$ cat src/rtl/program_loader_pkg.sv
// rtl/program_loader_pkg.sv - shared types and constants for the program loader
// Purpose: loader FSM state encoding and default memory geometry.
// Ports: none (package).
// Build option: PROGRAM_LOADER_CHECKSUM_EN enables the trailing checksum nibble.
package program_loader_pkg;

  localparam int ADDR_W_DEF = 4;
  localparam int DATA_W_DEF = 4;
  localparam int MEM_DEPTH  = 1 << ADDR_W_DEF;

  typedef enum logic [2:0] {
    IDLE = 3'd0,
    LEN  = 3'd1,
    DATA = 3'd2,
    CSUM = 3'd3,
    RUN  = 3'd4,
    ERR  = 3'd5
  } state_t;

endpackage

$ cat src/rtl/program_loader_instr_mem.sv
// rtl/program_loader_instr_mem.sv - instruction memory, 1 sync write / 1 async read
// Purpose: 2**ADDR_W x DATA_W storage; contents survive reset.
// Ports:
//   clk      in   clock
//   wr_en    in   write strobe, takes effect at the clk edge
//   wr_addr  in   write address
//   wr_data  in   write data
//   rd_addr  in   read address
//   rd_data  out  combinational read data
module instr_mem #(
  parameter int ADDR_W = 4,
  parameter int DATA_W = 4
) (
  input  logic              clk,
  input  logic              wr_en,
  input  logic [ADDR_W-1:0] wr_addr,
  input  logic [DATA_W-1:0] wr_data,
  input  logic [ADDR_W-1:0] rd_addr,
  output logic [DATA_W-1:0] rd_data
);

  logic [DATA_W-1:0] mem [2**ADDR_W];

  always_ff @(posedge clk) begin
    if (wr_en) begin
      mem[wr_addr] <= wr_data;
    end
  end

  assign rd_data = mem[rd_addr];

endmodule

$ cat src/rtl/program_loader.sv
// rtl/program_loader.sv - loads a nibble-stream program into instruction memory
// Purpose: accepts length, instruction and (optionally) checksum nibbles over a
//   valid/ready handshake, writes them into the CPU's instruction memory and
//   holds the CPU in reset until a complete program is loaded.
// Build option: PROGRAM_LOADER_CHECKSUM_EN adds the checksum nibble, the CSUM and
//   ERR states and the running sum register; without it error is tied low.
// Ports:
//   clk, reset    clock, asynchronous active-high reset
//   start         pulse that begins a load (from IDLE, RUN or ERR)
//   in_valid/in_ready/in_data  nibble stream handshake
//   fetch_addr    CPU program counter
//   fetch_data    instruction at fetch_addr (combinational)
//   cpu_reset     high unless a loaded program is running
//   busy          load in progress
//   done          program loaded, CPU running
//   error         checksum mismatch on last load
//   words_loaded  instructions written in current/last load
module program_loader
  import program_loader_pkg::*;
#(
  parameter int ADDR_W = ADDR_W_DEF,
  parameter int DATA_W = DATA_W_DEF
) (
  input  logic              clk,
  input  logic              reset,
  input  logic              start,
  input  logic              in_valid,
  output logic              in_ready,
  input  logic [DATA_W-1:0] in_data,
  input  logic [ADDR_W-1:0] fetch_addr,
  output logic [DATA_W-1:0] fetch_data,
  output logic              cpu_reset,
  output logic              busy,
  output logic              done,
  output logic              error,
  output logic [ADDR_W:0]   words_loaded
);

  state_t            state;
  state_t            state_nx;
  logic [ADDR_W-1:0] len;
  logic [ADDR_W:0]   count;
  logic              hs;
  logic              last_word;
  logic              wr_en;

`ifdef PROGRAM_LOADER_CHECKSUM_EN
  logic [DATA_W-1:0] sum;
`endif

  assign hs        = in_valid && in_ready;
  assign last_word = (count == {1'b0, len});
  assign wr_en     = hs && (state == DATA);

  always_comb begin
    state_nx = state;
    case (state)
      IDLE: if (start) state_nx = LEN;
      LEN:  if (hs) state_nx = DATA;
`ifdef PROGRAM_LOADER_CHECKSUM_EN
      DATA: if (hs && last_word) state_nx = CSUM;
      CSUM: if (hs) state_nx = (in_data == sum) ? RUN : ERR;
      ERR:  if (start) state_nx = LEN;
`else
      DATA: if (hs && last_word) state_nx = RUN;
`endif
      RUN:  if (start) state_nx = LEN;
      default: state_nx = IDLE;
    endcase
  end

  // Outputs are registered from the next state so they line up with the
  // state register and never depend combinationally on in_valid.
  always_ff @(posedge clk or posedge reset) begin
    if (reset) begin
      state     <= IDLE;
      in_ready  <= 1'b0;
      busy      <= 1'b0;
      cpu_reset <= 1'b1;
      done      <= 1'b0;
      len       <= '0;
      count     <= '0;
`ifdef PROGRAM_LOADER_CHECKSUM_EN
      error     <= 1'b0;
      sum       <= '0;
`endif
    end else begin
      state     <= state_nx;
      in_ready  <= (state_nx == LEN) || (state_nx == DATA) || (state_nx == CSUM);
      busy      <= (state_nx == LEN) || (state_nx == DATA) || (state_nx == CSUM);
      cpu_reset <= (state_nx != RUN);
      done      <= (state_nx == RUN);
`ifdef PROGRAM_LOADER_CHECKSUM_EN
      error     <= (state_nx == ERR);
`endif
      if (hs && state == LEN) begin
        len   <= ADDR_W'(in_data);
        count <= '0;
`ifdef PROGRAM_LOADER_CHECKSUM_EN
        sum   <= in_data;
`endif
      end
      if (wr_en) begin
        count <= count + 1'b1;
`ifdef PROGRAM_LOADER_CHECKSUM_EN
        sum   <= sum + in_data;
`endif
      end
    end
  end

`ifndef PROGRAM_LOADER_CHECKSUM_EN
  assign error = 1'b0;
`endif

  assign words_loaded = count;

  // count never exceeds len while in DATA, so the low bits are a safe address.
  instr_mem #(
    .ADDR_W(ADDR_W),
    .DATA_W(DATA_W)
  ) u_instr_mem (
    .clk    (clk),
    .wr_en  (wr_en),
    .wr_addr(count[ADDR_W-1:0]),
    .wr_data(in_data),
    .rd_addr(fetch_addr),
    .rd_data(fetch_data)
  );

endmodule

$ cat config.mk
export PLATFORM = sky130hd
export DESIGN_NAME = program_loader
export DESIGN_NICKNAME = d
export VERILOG_FILES = /design/src/rtl/program_loader_pkg.sv /design/src/rtl/program_loader_instr_mem.sv /design/src/rtl/program_loader.sv
export SDC_FILE = /design/constraint.sdc
export NUM_CORES = 1
export LEC_CHECK = 0
export ABC_AREA = 1
export ABC_CLOCK_PERIOD_IN_PS = 1700
export CAP_MARGIN = 10
export CELL_PAD_IN_SITES_DETAIL_PLACEMENT = 1
export CELL_PAD_IN_SITES_GLOBAL_PLACEMENT = 2
export CORE_MARGIN = 4
export CORE_UTILIZATION = 39
export DETAILED_ROUTE_END_ITERATION = 10
export MAX_ROUTING_LAYER = met4
export PLACE_DENSITY_LB_ADDON = 0.05
export SLEW_MARGIN = 20
export SYNTH_ARGS = -nofsm -noshare
export SYNTH_HDL_FRONTEND = slang
export SYNTH_SLANG_ARGS = --single-unit
$ cat constraint.sdc
create_clock -name clk -period 1.7 [get_ports clk]
set_input_delay 0.34 -clock clk [delete_from_list [all_inputs] [get_ports clk]]
set_output_delay 0.34 -clock clk [all_outputs]
set_load 0.02 [all_outputs]
==> results of run 1 <==
routing by layer:
metal  global-route usage (%)  routed length, um
met4                     7.27                150
met5                        -                  0
met3                     2.84                257
met1                     21.4               3630
met2                     30.2               4160
how the worst max path moves through the flow:
stage | start | to | cells after the start
final | u_instr_mem.mem[3][3] | fetch_data[3] | 7
after global routing | u_instr_mem.mem[3][1] | fetch_data[1] | 7
after CTS | u_instr_mem.mem[3][2] | fetch_data[2] | 7
after detailed placement | fetch_addr[1] | fetch_data[2] | 7
after global placement | fetch_addr[1] | fetch_data[0] | 8
after floorplan | busy | u_instr_mem.mem[0][0] | 4
what timing repair did:
| item | CTS | global route |
|---|---|---|
| gates cloned | 1 | 0 |
| endpoints found under the setup margin | 10 | 5 |
| resized for setup | 37 | 8 |
| pin swaps | 6 | 14 |
worst max-delay path, delay by kind of cell (launching register included):
family	cells	cell delay, ns
buffers and inverters	2	0.21
DFF	1	0.36
and+or+nand+nor	4	0.34
AOI/OAI and AO/OA	1	0.11
area by class of cell:
cell class | count | area share (%)
tap | 108 | 3.13
sequential | 79 | 53.2
inverter | 57 | 4.95
timing repair buffer | 58 | 12.6
clock buffer | 13 | 3.70
multi-input combinational | 171 | 20.9
clock inverter | 3 | 1.56
per-stage QoR:
| step | cell area (um^2) | instances |
|---|---|---|
| floorplan | 3500 | 320 |
| global placement | 4060 | 472 |
| detailed placement | 4060 | 472 |
| CTS | 4310 | 489 |
| global route | 4320 | 489 |
| finish | 4320 | 489 |
placed cells by master, fill, tap and decap left out, types with 4 or more instances in the layout:
master / synthesis / final
edfxtp_1: 64 / 64
nand2_1: 52 / 50
inv_1: 51 / 49
buf_4: 3 / 29
nand3_1: 28 / 27
o211ai_1: 18 / 18
o21ai_1: 15 / 17
nor2_1: 16 / 16
a21oi_1: 14 / 14
dfrtp_1: 14 / 14
clkdlybuf4s50_1: 0 / 10
clkbuf_8: 0 / 9
inv_2: 6 / 8
dlygate4sd2_1: 0 / 7
o21ai_0: 7 / 5
buf_6: 4 / 5
nor2_2: 4 / 4
ha_1: 4 / 4
kinds of logic after synthesis:
logic type                 Yosys count
other                                1
DFF                                 79
xor gates and xnor gates             1
buffers and inverters               70
and+or+nand+nor                    109
adders and majority gates            4
AOI/OAI and AO/OA                   56
where the power goes:
group	internal (mW)	switching (mW)	total (mW)
sequential	2.22	0.0888	2.30
combinational	0.373	0.622	0.995
clock	0.919	0.656	1.58
flip-flops by register name (all words and copies together), names as in the netlist:
name / count
u_instr_mem.mem: 64
words_loaded: 5
len: 4
state: 3
busy: 1
cpu_reset: 1
done: 1
==> metrics, run 1 <==
Worst VDD drop=0.520 mV; Final Max Tran Viols=0; core area=8720 um^2; outcome=complete, but fails checks; largest family of logic cells by synthesized area=simple AND/OR/NAND/NOR gates; EDFF count, synth=64; fin crit share=101%; largest cells by area after synthesis=edfxtp_1 55%, dfrtp_1 10%, nand2_1 5.6%; Commonest cells post-synth=64 x edfxtp_1, 52 x nand2_1, 51 x inv_1, 28 x nand3_1, 18 x o211ai_1; IO Count=26; Detailed Place HPWL=around 5700 um; Vias per Instance=5.02; Mapped Area=between 3000 and 4000 um^2; Max Cap Viol=0; sequential element share of the synthesized area=65.6%; htree depth=3; Final Wtd Congestion=0.792; top-area cell type share of the netlist area=54.9%; DIE AREA=~11000 um^2; RSZ-0062 raised after global routing=true; Synth Area in Simple Gates=14.4%; Starting Density=40.2%; most numerous cell in the Yosys netlist=edfxtp_1; Buffers on Ports=24; crit-path cells=inv_1, nand2_2, o211ai_1, nand3_1, nand3_1, nand2_1, buf_6; number of global-route vias before repair=2692; CTS tree=built; CTS root buffer=clkbuf_8; initial DRC count=56; reg-to-reg startpoint=state[0]; Clock Sinks=79; drt wl/cell=between 15 and 20 um; Worst path slowest cell=edfxtp_1; largest net degree at the start of global routing=33; WS Path Type=register to output port; Synth Warn #=0; post-CTS setup buffer count=0; post-route clock skew=slightly above 0.01 ns; XOR/XNOR Fraction of Synth Area=0.250%; arrival time worst endpoint=1.37 ns; final core utilization=49.6%; fillers=~970; DIE WIDTH=103 um; power density over the cells=1130 nW/um^2; Worst EP required=1.36 ns; Worst setup EP type=output port; worst skew pair latency=0.34 ns; Hold Vio Cnt, Final=0; Overflow after GRT=0; All-Layer GR Usage=17.9%; FF/Latch Area=2300 um^2; final wirelength=about 8000 um; share of cells above drive strength 1=19.9%; end of the worst register-to-register path=u_instr_mem.mem[10][1]; top_reg_cell synth=edfxtp_1; setup TNS=-0.0147 ns; 1st-pass router iterations=4; FF-to-FF setup slack=roughly 0.11 ns; hold_ws=just under 0.3 ns; # nets final=392; register bit total from synthesis=79; ANT nets after route=0; area of the multi-input gates=903 um^2; Adder-Cell Fraction of Synth Area=under 10%; Async SR Flop Fraction=19.0%; synthesized net count=336; slowest stage delay, CP=0.36 ns; Area Growth Syn to Fin=23.5%; via count=2453; post-synth cell types=27; clk buf depth=2; leakage=1.82 nW; post-layout min period=1.71 ns; HP Class=primary input to asynchronous set/reset pin; n_diodes=0; Worst setup SP type=register; cell taking the most area after synthesis=edfxtp_1; initial antenna violation count=0; Clock Pin Slew Worst Setup and Hold Paths=0.08 ns; Max Freq=0.583 GHz; Power Total=4.87 mW; Mapped Cells=320; syn avg cell area=10.9 um^2; number of remaining DRC errors=0; # rows=34; post-place setup slack=-0.718 ns; reg2reg path depth=6; Hold-fix buffers, CTS=0; cell with the most instances on the worst path=nand3_1; post-synthesis mux area share=0%; first-pass GRT wire length=~13000 um; final setup fails=1; final setup margin=-0.0147 ns; post-synthesis compound-gate area fraction=9.36%; failing checks=setup timing; CP Max Fanout=1; clock buffer count from CTS=9; die height=~100 um
Power figures use the tool's default switching activity.
==> run 2: changes to the inputs <==
--- a/config.mk
+++ b/config.mk
@@ -10,7 +10,6 @@
 export CAP_MARGIN = 10
 export CELL_PAD_IN_SITES_DETAIL_PLACEMENT = 1
 export CELL_PAD_IN_SITES_GLOBAL_PLACEMENT = 2
-export CORE_MARGIN = 4
 export CORE_UTILIZATION = 39
 export DETAILED_ROUTE_END_ITERATION = 10
 export MAX_ROUTING_LAYER = met4
==> metrics, run 2 (synthesized netlist as in run 1, its figures left out) <==
outcome=complete, but fails checks (unchanged); failing checks=setup timing (unchanged); largest net degree at the start of global routing=38 (was 33); IO Count=26 (unchanged); end of the worst register-to-register path=u_instr_mem.mem[11][0] (was u_instr_mem.mem[10][1]); Clock Sinks=79 (unchanged); via count=2406 (was 2453); initial antenna violation count=0 (unchanged); FF-to-FF setup slack=0.13 ns (was 0.11 ns); grt met1 use=24.0% (was 21.4%); setup TNS=-0.0429 ns (was -0.0147 ns); Worst setup EP type=output port (unchanged); post-place setup slack=-0.713 ns (was -0.718 ns); clk buf depth=2 (unchanged); Final Wtd Congestion=0.717 (was 0.792); Starting Density=40.2% (unchanged); drt wl/cell=17.0 um (was 16.8 um); share of cells above drive strength 1=22.3% (was 19.9%); CTS root buffer=clkbuf_8 (unchanged); met2 GRT Util=32.4% (was 30.2%); power density over the cells=1160 nW/um^2 (was 1130 nW/um^2); fillers=932 (was 967); final core utilization=50.5% (was 49.6%); most common cell after layout, fill and taps aside=edfxtp_1 (unchanged); CTS tree=built (unchanged); Buffers on Ports=24 (unchanged); CP Max Fanout=1 (unchanged); Max Cap Viol=0 (unchanged); fin crit share=103% (was 101%); Hold Vio Cnt, Final=0 (unchanged); area of the multi-input gates=920 um^2 (was 903 um^2); sequential power share=45.1% (was 47.3%); ANT nets after route=0 (unchanged); post-route clock skew=0.0104 ns (was 0.0102 ns); Power Internal=3.72 mW (was 3.51 mW); All-Layer GR Usage=20.0% (was 17.9%); clock buffer count from CTS=9 (unchanged); htree depth=3 (unchanged); reg-to-reg startpoint=state[0] (unchanged); Area Growth Syn to Fin=25.7% (was 23.5%); Non-Filler Instances=490 (was 489); leakage=1.86 nW (was 1.82 nW); # rows=34 (unchanged); Vias per Instance=4.91 (was 5.02); Detailed Place HPWL=5660 um (was 5720 um); final setup margin=-0.0429 ns (was -0.0147 ns); sw frac=27.2% (was 28.0%); WS Path Type=register to output port (unchanged); worst skew pair latency=0.35 ns (was 0.34 ns); Psw=1.39 mW (was 1.37 mW); number of remaining DRC errors=0 (unchanged); Max Freq=0.574 GHz (was 0.583 GHz); Clock Power Share=35.3% (was 32.3%); 1st-pass router iterations=4 (unchanged); commonest cells after routing, fill and taps aside=64 x edfxtp_1, 48 x nand2_1, 47 x inv_1 (was 64 x edfxtp_1, 50 x nand2_1, 49 x inv_1); Worst setup SP type=register (unchanged); Worst VDD drop=0.507 mV (was 0.520 mV); Comb pwr share=19.6% (was 20.4%); first-pass GRT wire length=13700 um (was 13500 um); reg2reg path depth=7 (was 6); DIE AREA=9360 um^2 (was 10600 um^2); Overflow after GRT=0 (unchanged); post-layout min period=1.74 ns (was 1.71 ns); n_diodes=0 (unchanged); # nets final=393 (was 392); RSZ-0062 raised after global routing=true (unchanged); Clock Pin Slew Worst Setup and Hold Paths=0.08 ns (about the same); hold_ws=0.289 ns (was 0.298 ns); initial DRC count=55 (was 56); met3 Usage GRT=4.84% (was 2.84%); gr busiest metal=met2 (unchanged); die height=96.8 um (was 103 um); HP Class=primary input to asynchronous set/reset pin (unchanged); number of global-route vias before repair=2518 (was 2692); DIE WIDTH=96.8 um (was 103 um); placed cell count=470 (was 472); Top reg by flops=u_instr_mem.mem (unchanged); final wirelength=8340 um (was 8190 um); core area=8720 um^2 (unchanged); max FFs per register=64 (unchanged); final setup fails=1 (unchanged); arrival time worst endpoint=1.40 ns (was 1.37 ns); FF/Latch Area=2300 um^2 (unchanged); Worst EP required=1.36 ns (about the same); Final Max Tran Viols=0 (unchanged)
[run 2: how the worst max path moves through the flow]
stage	startpoint	to	slack, ns	depth (start not counted)
2_1_floorplan	busy	u_instr_mem.mem[0][0]	0.22	4
3_3_place_gp	fetch_addr[1]	fetch_data[0]	-0.71	7
3_5_place_dp	fetch_addr[1]	fetch_data[2]	-0.71	7
4_1_cts	u_instr_mem.mem[14][2]	fetch_data[2]	-0.09	5
5_1_grt	u_instr_mem.mem[14][2]	fetch_data[2]	-0.14	5
6_report	u_instr_mem.mem[14][2]	fetch_data[2]	-0.04	5
[run 2: metal layers]
| layer | part of all wire, % | routed length, um | vias to the layer above |
|---|---|---|---|
| met5 | 0 | 0 | - |
| met4 | 2.4 | 203 | 0 |
| met3 | 3.7 | 307 | 15 |
| met2 | 49 | 4110 | 46 |
| met1 | 45 | 3720 | 1160 |
| li1 | - | - | 1185 |
[run 2: cell type report]
cell class              instances  area share, %
multi-input cells             171           20.9
clock buffers                  10           2.90
flip-flops and latches         79           52.2
repair buffers                 59           13.0
well taps                     108           3.07
clock inverters                 6           3.01
inverters                      57           4.86
[run 2: power by group through the flow]
stage	Clock, mW	Combinational (mW)	Sequential, mW
3_5_place_dp	0	1.01	2.35
4_1_cts	1.85	1.01	2.31
2_1_floorplan	0	0.583	2.39
6_report	1.81	0.999	2.30
3_3_place_gp	0	1.00	2.35
5_1_grt	1.92	1.12	2.32
[run 2: stage by stage]
stage	instance area, um^2	power (mW)
detailed placement	4050	3.36
finish	4400	5.11
global route	4400	5.36
CTS	4360	5.16
floorplan	3500	2.97
global placement	4050	3.35
[run 2: critical path, cell delays in order (launching register included)]
cell	delay [ns]
edfxtp_1	0.38
o211ai_1	0.25
nand3_1	0.12
nand3_1	0.09
nand2_1	0.06
buf_4	0.15
[run 2: repair_timing]
item / 4_1_cts / 5_1_grt
resized for setup: 40 / 10
setup buffers: 0 / 2
setup endpoints to repair: 10 / 12
cloned: 2 / 0
hold endpoints to repair: 0 / 0
hold buffers: 0 / 0
pin swaps: 12 / 14
